--- config.mk ---
export PLATFORM = sky130hd
export DESIGN_NAME = lfsr_seq_fsm
export DESIGN_NICKNAME = d
export VERILOG_FILES = /design/src/rtl/lfsr_seq_fsm.sv
export SDC_FILE = /design/constraint.sdc
export NUM_CORES = 1
export LEC_CHECK = 0
export CAP_MARGIN = 5
export CORE_MARGIN = 4
export CORE_UTILIZATION = 35
export CTS_BUF_LIST = sky130_fd_sc_hd__clkbuf_8
export DETAILED_ROUTE_END_ITERATION = 8
export HOLD_SLACK_MARGIN = 0.02
export SLEW_MARGIN = 15
export SYNTH_ARGS = -nofsm -noshare
export SYNTH_HDL_FRONTEND = slang
export SYNTH_SLANG_ARGS = --single-unit
--- constraint.sdc ---
create_clock -name clk -period 1.9 [get_ports clk]
set_input_delay 0.38 -clock clk [delete_from_list [all_inputs] [get_ports clk]]
set_output_delay 0.38 -clock clk [all_outputs]
set_load 0.05 [all_outputs]
--- src/rtl/lfsr_seq_fsm.sv ---
// Microsequencer that steps a Fibonacci LFSR on the shared register-file/ALU
// datapath. Register map: r1=state, r2=step count, r3=feedback, r4=temp,
// r5=nsteps. Run parameters are latched at start; the datapath is steered
// only through the address/func/constant outputs and observed via isZero.
module lfsr_seq_fsm #(
  parameter int WIDTH = 32,
  parameter int NTAPS = 4,
  parameter int TAPW  = 5,
  parameter int CNTW  = 16
) (
  input  logic                  clk,
  input  logic                  rst,
  input  logic                  start,
  input  logic [WIDTH-1:0]      seed,
  input  logic [NTAPS*TAPW-1:0] taps,
  input  logic [NTAPS-1:0]      tap_en,
  input  logic [CNTW-1:0]       nsteps,
  input  logic                  isZero,
  output logic [3:0]            raddr1,
  output logic [3:0]            raddr2,
  output logic                  wen,
  output logic [3:0]            waddr,
  output logic                  wdsrc,
  output logic [3:0]            func,
  output logic [WIDTH-1:0]      constant,
  output logic                  busy,
  output logic                  done
);

  localparam int IDXW = (NTAPS > 1) ? $clog2(NTAPS) : 1;

  localparam logic [3:0] FN_ADD   = 4'd0;
  localparam logic [3:0] FN_SUB   = 4'd1;
  localparam logic [3:0] FN_AND   = 4'd2;
  localparam logic [3:0] FN_OR    = 4'd3;
  localparam logic [3:0] FN_XOR   = 4'd4;
  localparam logic [3:0] FN_SHL   = 4'd5;
  localparam logic [3:0] FN_SHR   = 4'd6;
  localparam logic [3:0] FN_PASSB = 4'd7;

  localparam logic [3:0] R_STATE = 4'd1;
  localparam logic [3:0] R_CNT   = 4'd2;
  localparam logic [3:0] R_FB    = 4'd3;
  localparam logic [3:0] R_TMP   = 4'd4;
  localparam logic [3:0] R_N     = 4'd5;

  typedef enum logic [3:0] {
    S_IDLE   = 4'd0,
    S_INIT0  = 4'd1,
    S_INIT1  = 4'd2,
    S_INIT2  = 4'd3,
    S_CHK    = 4'd4,
    S_ACC0   = 4'd5,
    S_TAP_SH = 4'd6,
    S_TAP_X  = 4'd7,
    S_FB_AND = 4'd8,
    S_FB_SHL = 4'd9,
    S_ST_SHR = 4'd10,
    S_ST_OR  = 4'd11,
    S_INC    = 4'd12,
    S_DONE   = 4'd13
  } state_t;

  state_t                  state_r, state_nxt_s;
  logic [WIDTH-1:0]        seed_r;
  logic [NTAPS*TAPW-1:0]   taps_r;
  logic [NTAPS-1:0]        tap_en_r;
  logic [CNTW-1:0]         nsteps_r;
  logic [IDXW-1:0]         tap_idx_r, tap_idx_nxt_s;
  logic [IDXW:0]           first_tap_s, next_tap_s;

  // Lowest enabled tap index >= from; MSB of the result flags "found".
  // Scanning downward lets the lowest match overwrite higher ones.
  function automatic logic [IDXW:0] find_tap(input logic [NTAPS-1:0] mask, input int from);
    logic [IDXW:0] res;
    res = '0;
    for (int i = NTAPS - 1; i >= 0; i--) begin
      res = ((i >= from) && mask[i]) ? {1'b1, IDXW'(i)} : res;
    end
    return res;
  endfunction

  // State register and run-parameter capture (only when a start is accepted)
  always_ff @(posedge clk or negedge rst) begin
    if (!rst) begin
      state_r   <= S_IDLE;
      seed_r    <= '0;
      taps_r    <= '0;
      tap_en_r  <= '0;
      nsteps_r  <= '0;
      tap_idx_r <= '0;
    end else begin
      state_r   <= state_nxt_s;
      tap_idx_r <= tap_idx_nxt_s;
      if ((state_r == S_IDLE) && start) begin
        seed_r   <= seed;
        taps_r   <= taps;
        tap_en_r <= tap_en;
        nsteps_r <= nsteps;
      end else begin
        seed_r   <= seed_r;
        taps_r   <= taps_r;
        tap_en_r <= tap_en_r;
        nsteps_r <= nsteps_r;
      end
    end
  end

  // Next-state and datapath control decode; idle values are the defaults
  always_comb begin
    state_nxt_s   = state_r;
    tap_idx_nxt_s = tap_idx_r;
    raddr1        = 4'd0;
    raddr2        = 4'd0;
    wen           = 1'b0;
    waddr         = 4'd0;
    wdsrc         = 1'b0;
    func          = 4'd0;
    constant      = '0;
    busy          = 1'b1;
    done          = 1'b0;
    first_tap_s   = find_tap(tap_en_r, 0);
    next_tap_s    = find_tap(tap_en_r, int'(tap_idx_r) + 1);
    case (state_r)
      S_IDLE: begin
        busy = 1'b0;
        if (start) begin
          state_nxt_s = S_INIT0;
        end else begin
          state_nxt_s = S_IDLE;
        end
      end
      S_INIT0: begin
        wen = 1'b1; waddr = R_STATE; func = FN_PASSB; constant = seed_r;
        state_nxt_s = S_INIT1;
      end
      S_INIT1: begin
        wen = 1'b1; waddr = R_CNT; func = FN_PASSB;
        state_nxt_s = S_INIT2;
      end
      S_INIT2: begin
        wen = 1'b1; waddr = R_N; func = FN_PASSB; constant = WIDTH'(nsteps_r);
        state_nxt_s = S_CHK;
      end
      S_CHK: begin
        func = FN_SUB; raddr1 = R_N; raddr2 = R_CNT; wdsrc = 1'b1;
        if (isZero) begin
          state_nxt_s = S_DONE;
        end else begin
          state_nxt_s = S_ACC0;
        end
      end
      S_ACC0: begin
        wen = 1'b1; waddr = R_FB; func = FN_PASSB;
        if (first_tap_s[IDXW]) begin
          tap_idx_nxt_s = first_tap_s[IDXW-1:0];
          state_nxt_s   = S_TAP_SH;
        end else begin
          state_nxt_s   = S_FB_AND;
        end
      end
      S_TAP_SH: begin
        // Shift amounts >= WIDTH pass through; the ALU returns 0 for them.
        wen = 1'b1; waddr = R_TMP; raddr1 = R_STATE; func = FN_SHR;
        constant = WIDTH'(taps_r[int'(tap_idx_r)*TAPW +: TAPW]);
        state_nxt_s = S_TAP_X;
      end
      S_TAP_X: begin
        wen = 1'b1; waddr = R_FB; raddr1 = R_FB; raddr2 = R_TMP; wdsrc = 1'b1;
        func = FN_XOR;
        if (next_tap_s[IDXW]) begin
          tap_idx_nxt_s = next_tap_s[IDXW-1:0];
          state_nxt_s   = S_TAP_SH;
        end else begin
          state_nxt_s   = S_FB_AND;
        end
      end
      S_FB_AND: begin
        wen = 1'b1; waddr = R_FB; raddr1 = R_FB; func = FN_AND; constant = WIDTH'(1);
        state_nxt_s = S_FB_SHL;
      end
      S_FB_SHL: begin
        wen = 1'b1; waddr = R_FB; raddr1 = R_FB; func = FN_SHL;
        constant = WIDTH'(WIDTH - 1);
        state_nxt_s = S_ST_SHR;
      end
      S_ST_SHR: begin
        wen = 1'b1; waddr = R_STATE; raddr1 = R_STATE; func = FN_SHR;
        constant = WIDTH'(1);
        state_nxt_s = S_ST_OR;
      end
      S_ST_OR: begin
        wen = 1'b1; waddr = R_STATE; raddr1 = R_STATE; raddr2 = R_FB; wdsrc = 1'b1;
        func = FN_OR;
        state_nxt_s = S_INC;
      end
      S_INC: begin
        wen = 1'b1; waddr = R_CNT; raddr1 = R_CNT; func = FN_ADD; constant = WIDTH'(1);
        state_nxt_s = S_CHK;
      end
      S_DONE: begin
        done = 1'b1;
        state_nxt_s = S_IDLE;
      end
      default: begin
        busy = 1'b0;
        state_nxt_s = S_IDLE;
      end
    endcase
  end

endmodule

=== Word-level counts from Yosys, hierarchy flattened ===
Index checks and enable logic that the tools add are counted.

* Register bits after elaboration: 78
* Logic and storage cells: 73
* Output and inout port bits: 52

* Multiply operators: 1
* Reduce and logical (&&, ||, !) cells: 20
* Add/subtract/negate cells: 1
* Shift operators: 1
* Magnitude comparators: 4
* Equality and inequality tests: 15
* Multiplexer cells: 25

{| class="wikitable"
|+ Operator list
! operator !! count
|-
| one-hot mux 32 bit (5 select lines) || 1
|-
| one-hot mux 4 bit (12 select lines) || 1
|-
| equality test 4 bit (second input constant) || 6
|-
| two-way mux 3 bit || 8
|-
| one-hot mux 3 bit (7 select lines) || 1
|-
| indexed part select 20 x 6 -> 5 bit || 1
|-
| equality test 4 x 3 -> 1 bit (second input constant) || 4
|-
| one-hot mux 3 bit (5 select lines) || 1
|-
| OR reduction 3 bit || 5
|-
| OR reduction 13 bit || 1
|-
| two-way mux 4 bit || 3
|-
| one-hot mux 3 bit (4 select lines) || 1
|-
| OR reduction 11 bit || 1
|-
| one-hot mux 3 bit (3 select lines) || 1
|-
| equality test 4 x 2 -> 1 bit (second input constant) || 2
|-
| OR reduction 4 bit || 2
|-
| greater-or-equal comparator 1 x 3 -> 1 bit (first input constant) || 2
|-
| greater-or-equal comparator 2 x 3 -> 1 bit (first input constant) || 2
|-
| OR reduction 2 bit || 3
|-
| logical AND 1 bit || 5
|-
| multiplier 2 x 3 -> 5 bit (second input constant) || 1
|-
| two-way mux 1 bit || 5
|-
| equality test 4 x 1 -> 1 bit (second input constant) || 1
|-
| logical NOT 4 bit || 1
|-
| other kinds (6) || 8
|}

=== Longest topological paths before layout ===
* Depth after elaboration: 9
* Gate-level depth with buffers: 6
* Depth with buffers taken out: 4

=== Least setup slack after synthesis ===
OpenSTA, ideal clock, no wires.

* Path type: register to output
* Start point: register state_r[3]
* End point: output port func[1]
* Path buffers: 2
* Path slack: -0.752 ns
* Arrival time: 2.272 ns
* Required time: 1.520 ns
* Cell stages (with the launch flop): 5
* Path through: dfrtp_1 clkbuf_1 buf_2 nor2_1 a311oi_1

* Word-level cells in the longest chain between the ends: 3

{| class="wikitable"
|+ RTL lines
! element !! RTL line !! RTL
|-
| start: declaration || 64 || <nowiki>state_t state_r, state_nxt_s;</nowiki>
|-
| start signal: assignment || 93 || <nowiki>state_r <= state_nxt_s;</nowiki>
|-
| equality test 4 x 3 -> 1 bit, or another cell as far along || 124 || <nowiki>case (state_r)</nowiki>
|-
| OR reduction 4 bit (no line) / OR reduction 2 bit (equally long branches) || n/a ||
|-
| one-hot mux 3 bit (7 select lines) * || 124 ||
|-
| end: declaration || 24 || <nowiki>output logic [3:0] func,</nowiki>
|}

Mark *: on every way between the ends. The rest lies on a longest branch, timed or not.

=== Worst setup path in the final report ===
* Start point: register state_r[1]
* End point: output port constant[0]

* Word-level cells in the longest chain between the ends: 3

{| class="wikitable"
|+ RTL lines
! element !! RTL line !! RTL
|-
| equality test 4 bit || 124 ||
|-
| OR reduction 3 bit (no line) || n/a ||
|-
| one-hot mux 32 bit (5 select lines) * || 124 ||
|-
| end: declaration || 25 || <nowiki>output logic [WIDTH-1:0] constant,</nowiki>
|}

Marked as above.

==> reports/metrics.csv <==
stage,metric,value,unit
outcome,status,"finished, violations left",
outcome,failed_checks,setup timing,
yosys,syn_area,0.003881,mm2
cells_and_area,n_fill_cell,798,
timing,period_share,114.6,%
route,drt-pass1-iter-count,4,
yosys,ys_warn_count,0,
floorplanning,die_y,113.3,um
yosys,synth-seq-cells,78,
setup_path,crit_path_max_fanout,11,
route,drt-vias-per-instance,5.061,
global_route,grt_pass1_wl,17170,um
power_and_ir_drop,p_total,12.69,mW
setup_path,required,1.52,ns
cells_and_area,seq_area,0.001957,mm2
setup_path,crit_family,buffers and inverters,
cts,clk_pin_slew,0.08,ns
setup_path,cp_data_arrival_time,1.80,ns
timing,slew_headroom,53.98,%
setup_path,cp_num_buf_inv,2,
cts,insertion_delay,0.36,ns
cells_and_area,area_growth,85.07,%
flow_run,maxCapViolations,0,
yosys,synth_xor_area_share,0.2257,%
yosys,ys_types,43,
yosys,synth_compound_area_share,9.284,%
setup_path,path_cells,buf_4 > nor2b_4 > a21oi_1 > o211ai_1 > clkbuf_16,
cts,cts_htree_levels,3,
cells_and_area,drive_above_1_share,59.18,%
yosys,ys_seq_area_share,50.29,%
setup_path,cp-start-kind,flip-flop,
worst_hold_path,hp-class,input port to async pin,
route,routed_wl,12480,um
power_and_ir_drop,p_per_area,1767,mW/mm2
timing,rsz0062_at_grt,true,
setup_path,cp.depth,5,
cts,cts.root.buffer_cell,clkbuf_8,
route,wire_per_inst,19.15,um
cells_and_area,antennaDiodeCount,0,
floorplanning,initial_core_util,35.80,%
setup_path,max_stage_delay,0.38,ns
place,hpwl,7500,um
timing,max_freq,459.2,MHz
global_route,use_met2,28.52,%
setup_path,crit_slowest_cell,dfrtp_1,
global_route,overflow,0,
yosys,synth_top_family_by_area,multiplexers,
cells_and_area,layout.nets,583,
setup_path,path_class,flip-flop to output pin,
yosys,syn_area_per_cell,12.44,um2
place,port_buffers,123,
cts,cts_tree,built,
floorplanning,row_count,38,
global_route,grt_pass1_vias,3387,
floorplanning,io_pins,128,
cts,cts_sinks,78,
power_and_ir_drop,p_leak,3.132,nW
global_route,busiest_layer,met2,
timing,clock_skew,0.01586,ns
place,place_congestion,0.8299,
yosys,muxShareOfSynthArea,24.89,%
floorplanning,die_w,113.3,um
route,postRouteAntennaNets,0,
timing,post-route-min-period,2.178,ns
global_route,antenna_found_initial,0,
global_route,grt_max_degree,37,
setup_path,end_kind,output pin,
route,drt_iter0_drc,112,
yosys,synth_top_area_share,50.29,%
global_route,use_met1,19.36,%
timing,worst_slack,-0.2776,ns
route,drc,0,
route,vias,3300,
timing,finalSetupViolCount,119,
yosys,synth_area_leader_cell,dfrtp_1,
cts,cts_max_path_buffers,2,
timing,slew_violations,0,
global_route,met3_usage,8.824,%
yosys,synthAdderAreaFrac,0,%
cts,numCtsBuffers,9,
power_and_ir_drop,irDropWorstVdd,0.001567,V
yosys,synthSimpleGateAreaFrac,10.06,%
floorplanning,core_area,0.01084,mm2
global_route,grt_usage,17.12,%
timing,worstMarginPinSlew,0.6881,ns
timing,final_hold_viol_count,0,
yosys,synth_cells,312,
cells_and_area,multi_input_area,0.002186,mm2
place,pre_cts_ws,0.005938,ns
yosys,synthTopCellsByArea,"dfrtp_1 50%, mux2_2 19%, and2_1 2.9%",
setup_path,ff2ff_path_depth,8,
floorplanning,die_area,0.01284,mm2
-- kinds of logic (layout without fill, tap and decap cells) --
family	after synthesis	count (layout)
multiplexers	81	81
flip-flops	78	78
AND/OR/NAND/NOR	65	67
AO/OA/AOI/OAI	53	53
buffers and inverters	33	228
other	1	4
XOR/XNOR	1	1
-- where the power goes --
group	switching, mW	internal, mW
sequential	0.562	2.50
clock	0.638	0.465
combinational	4.01	4.52
-- placed cells by master, fill, tap and decap left out, types with 3 or more instances in the layout --
cell type / synthesis / final
buf_12: 0 / 52
nand2b_4: 0 / 3
conb_1: 1 / 4
and2_4: 0 / 8
nand2b_1: 7 / 3
a22o_2: 0 / 3
nor2b_1: 5 / 3
a22o_4: 0 / 8
o21ai_0: 8 / 4
o21ai_2: 1 / 3
buf_6: 7 / 30
nand2_8: 0 / 3
a21oi_1: 13 / 7
mux2_4: 0 / 7
a21oi_2: 0 / 4
o22ai_1: 8 / 3
dfrtp_1: 78 / 74
clkdlybuf4s50_1: 0 / 74
clkinv_2: 0 / 3
mux4_2: 5 / 5
mux2_2: 67 / 67
nand2_1: 5 / 4
clkbuf_16: 0 / 9
nor2_1: 17 / 12
dfrtp_2: 0 / 4
inv_1: 9 / 4
nor2_4: 0 / 4
clkbuf_8: 0 / 9
o221ai_1: 3 / 3
inv_2: 0 / 4
buf_4: 5 / 34
o21a_1: 3 / 3
and2_2: 0 / 10
o22ai_4: 0 / 5
-- layer usage --
layer | wire, um | share of wire (%)
met5 | 0 | 0
met4 | 171 | 1.4
met3 | 1225 | 9.8
met2 | 6153 | 49
met1 | 4933 | 40
-- path summary, 6_finish.rpt --
path | start | endpoint | slack, ns
worst max-delay path | state_r[1]$_DFF_PN0_ | constant[0] | -0.28
worst min register to register | seed_r[27]$_DFFE_PN0P_ | seed_r[27]$_DFFE_PN0P_ | 0.50
worst min-delay path | rst | seed_r[28]$_DFFE_PN0P_ | 0.45
min in group clk | seed_r[27]$_DFFE_PN0P_ | seed_r[27]$_DFFE_PN0P_ | 0.50
worst max register to register | state_r[3]$_DFF_PN0_ | seed_r[25]$_DFFE_PN0P_ | -0.17
max in group asynchronous | rst | taps_r[6]$_DFFE_PN0P_ | 0.94
-- flip-flops by register name, summed over array words and instances (netlist names) --
| signal | count |
|---|---|
| nsteps_r | 16 |
| taps_r | 20 |
| tap_en_r | 4 |
| tap_idx_r | 2 |
| seed_r | 32 |
| state_r | 4 |
-- cell usage after synthesis, drive strengths merged --
cell type	number
nor3b	1
nor3	3
o211a	1
buf	18
o22ai	8
a21oi	13
xnor2	1
a21boi	1
nand2	6
nor2	17
conb	1
or4	1
nor2b	5
and2	18
o221ai	3
o21ai	9
mux2	74
o21a	3
a21bo	1
dfrtp	78
a311oi	1
nand2b	7
nand4	1
clkbuf	6
nor4	2
o211ai	1
nand3b	1
inv	9
o21bai	1
or2	1
mux4	5
mux2i	2
a22o	11
nand3	1
nand4b	1
-- cell type report --
class | count | area share, %
multi-input combinational | 206 | 30.43
timing repair buffer | 203 | 37.03
clock buffer | 9 | 1.724
clock inverter | 7 | 0.5922
sequential | 78 | 27.24
tap | 140 | 2.439
inverter | 9 | 0.5400
-- metrics by stage --
step	cells	cell area, um2	hold slack (ns)	util (%)	setup TNS (ns)
after detailed placement	585	6007	0.2881	55.41	0
after global placement	585	6007	0.2843	55.41	0
after global routing	652	7183	0.4470	66.26	-27.80
after CTS	627	6640	0.4274	61.25	-9.161
final	652	7183	0.4457	66.26	-18.07
after floorplan	315	4030	0.08441	-	-0.5797
-- repair_timing --
item / 4_1_cts / 5_1_grt
setup buffers: 23 / 11
endpoints found under the setup margin: 48 / 121
pin swaps: 18 / 12
cloned: 2 / 17
hold buffers: 1 / 0
resized for setup: 70 / 49
endpoints found under the hold margin: 16 / 0
Note: power is estimated with default switching activity, not from simulation.
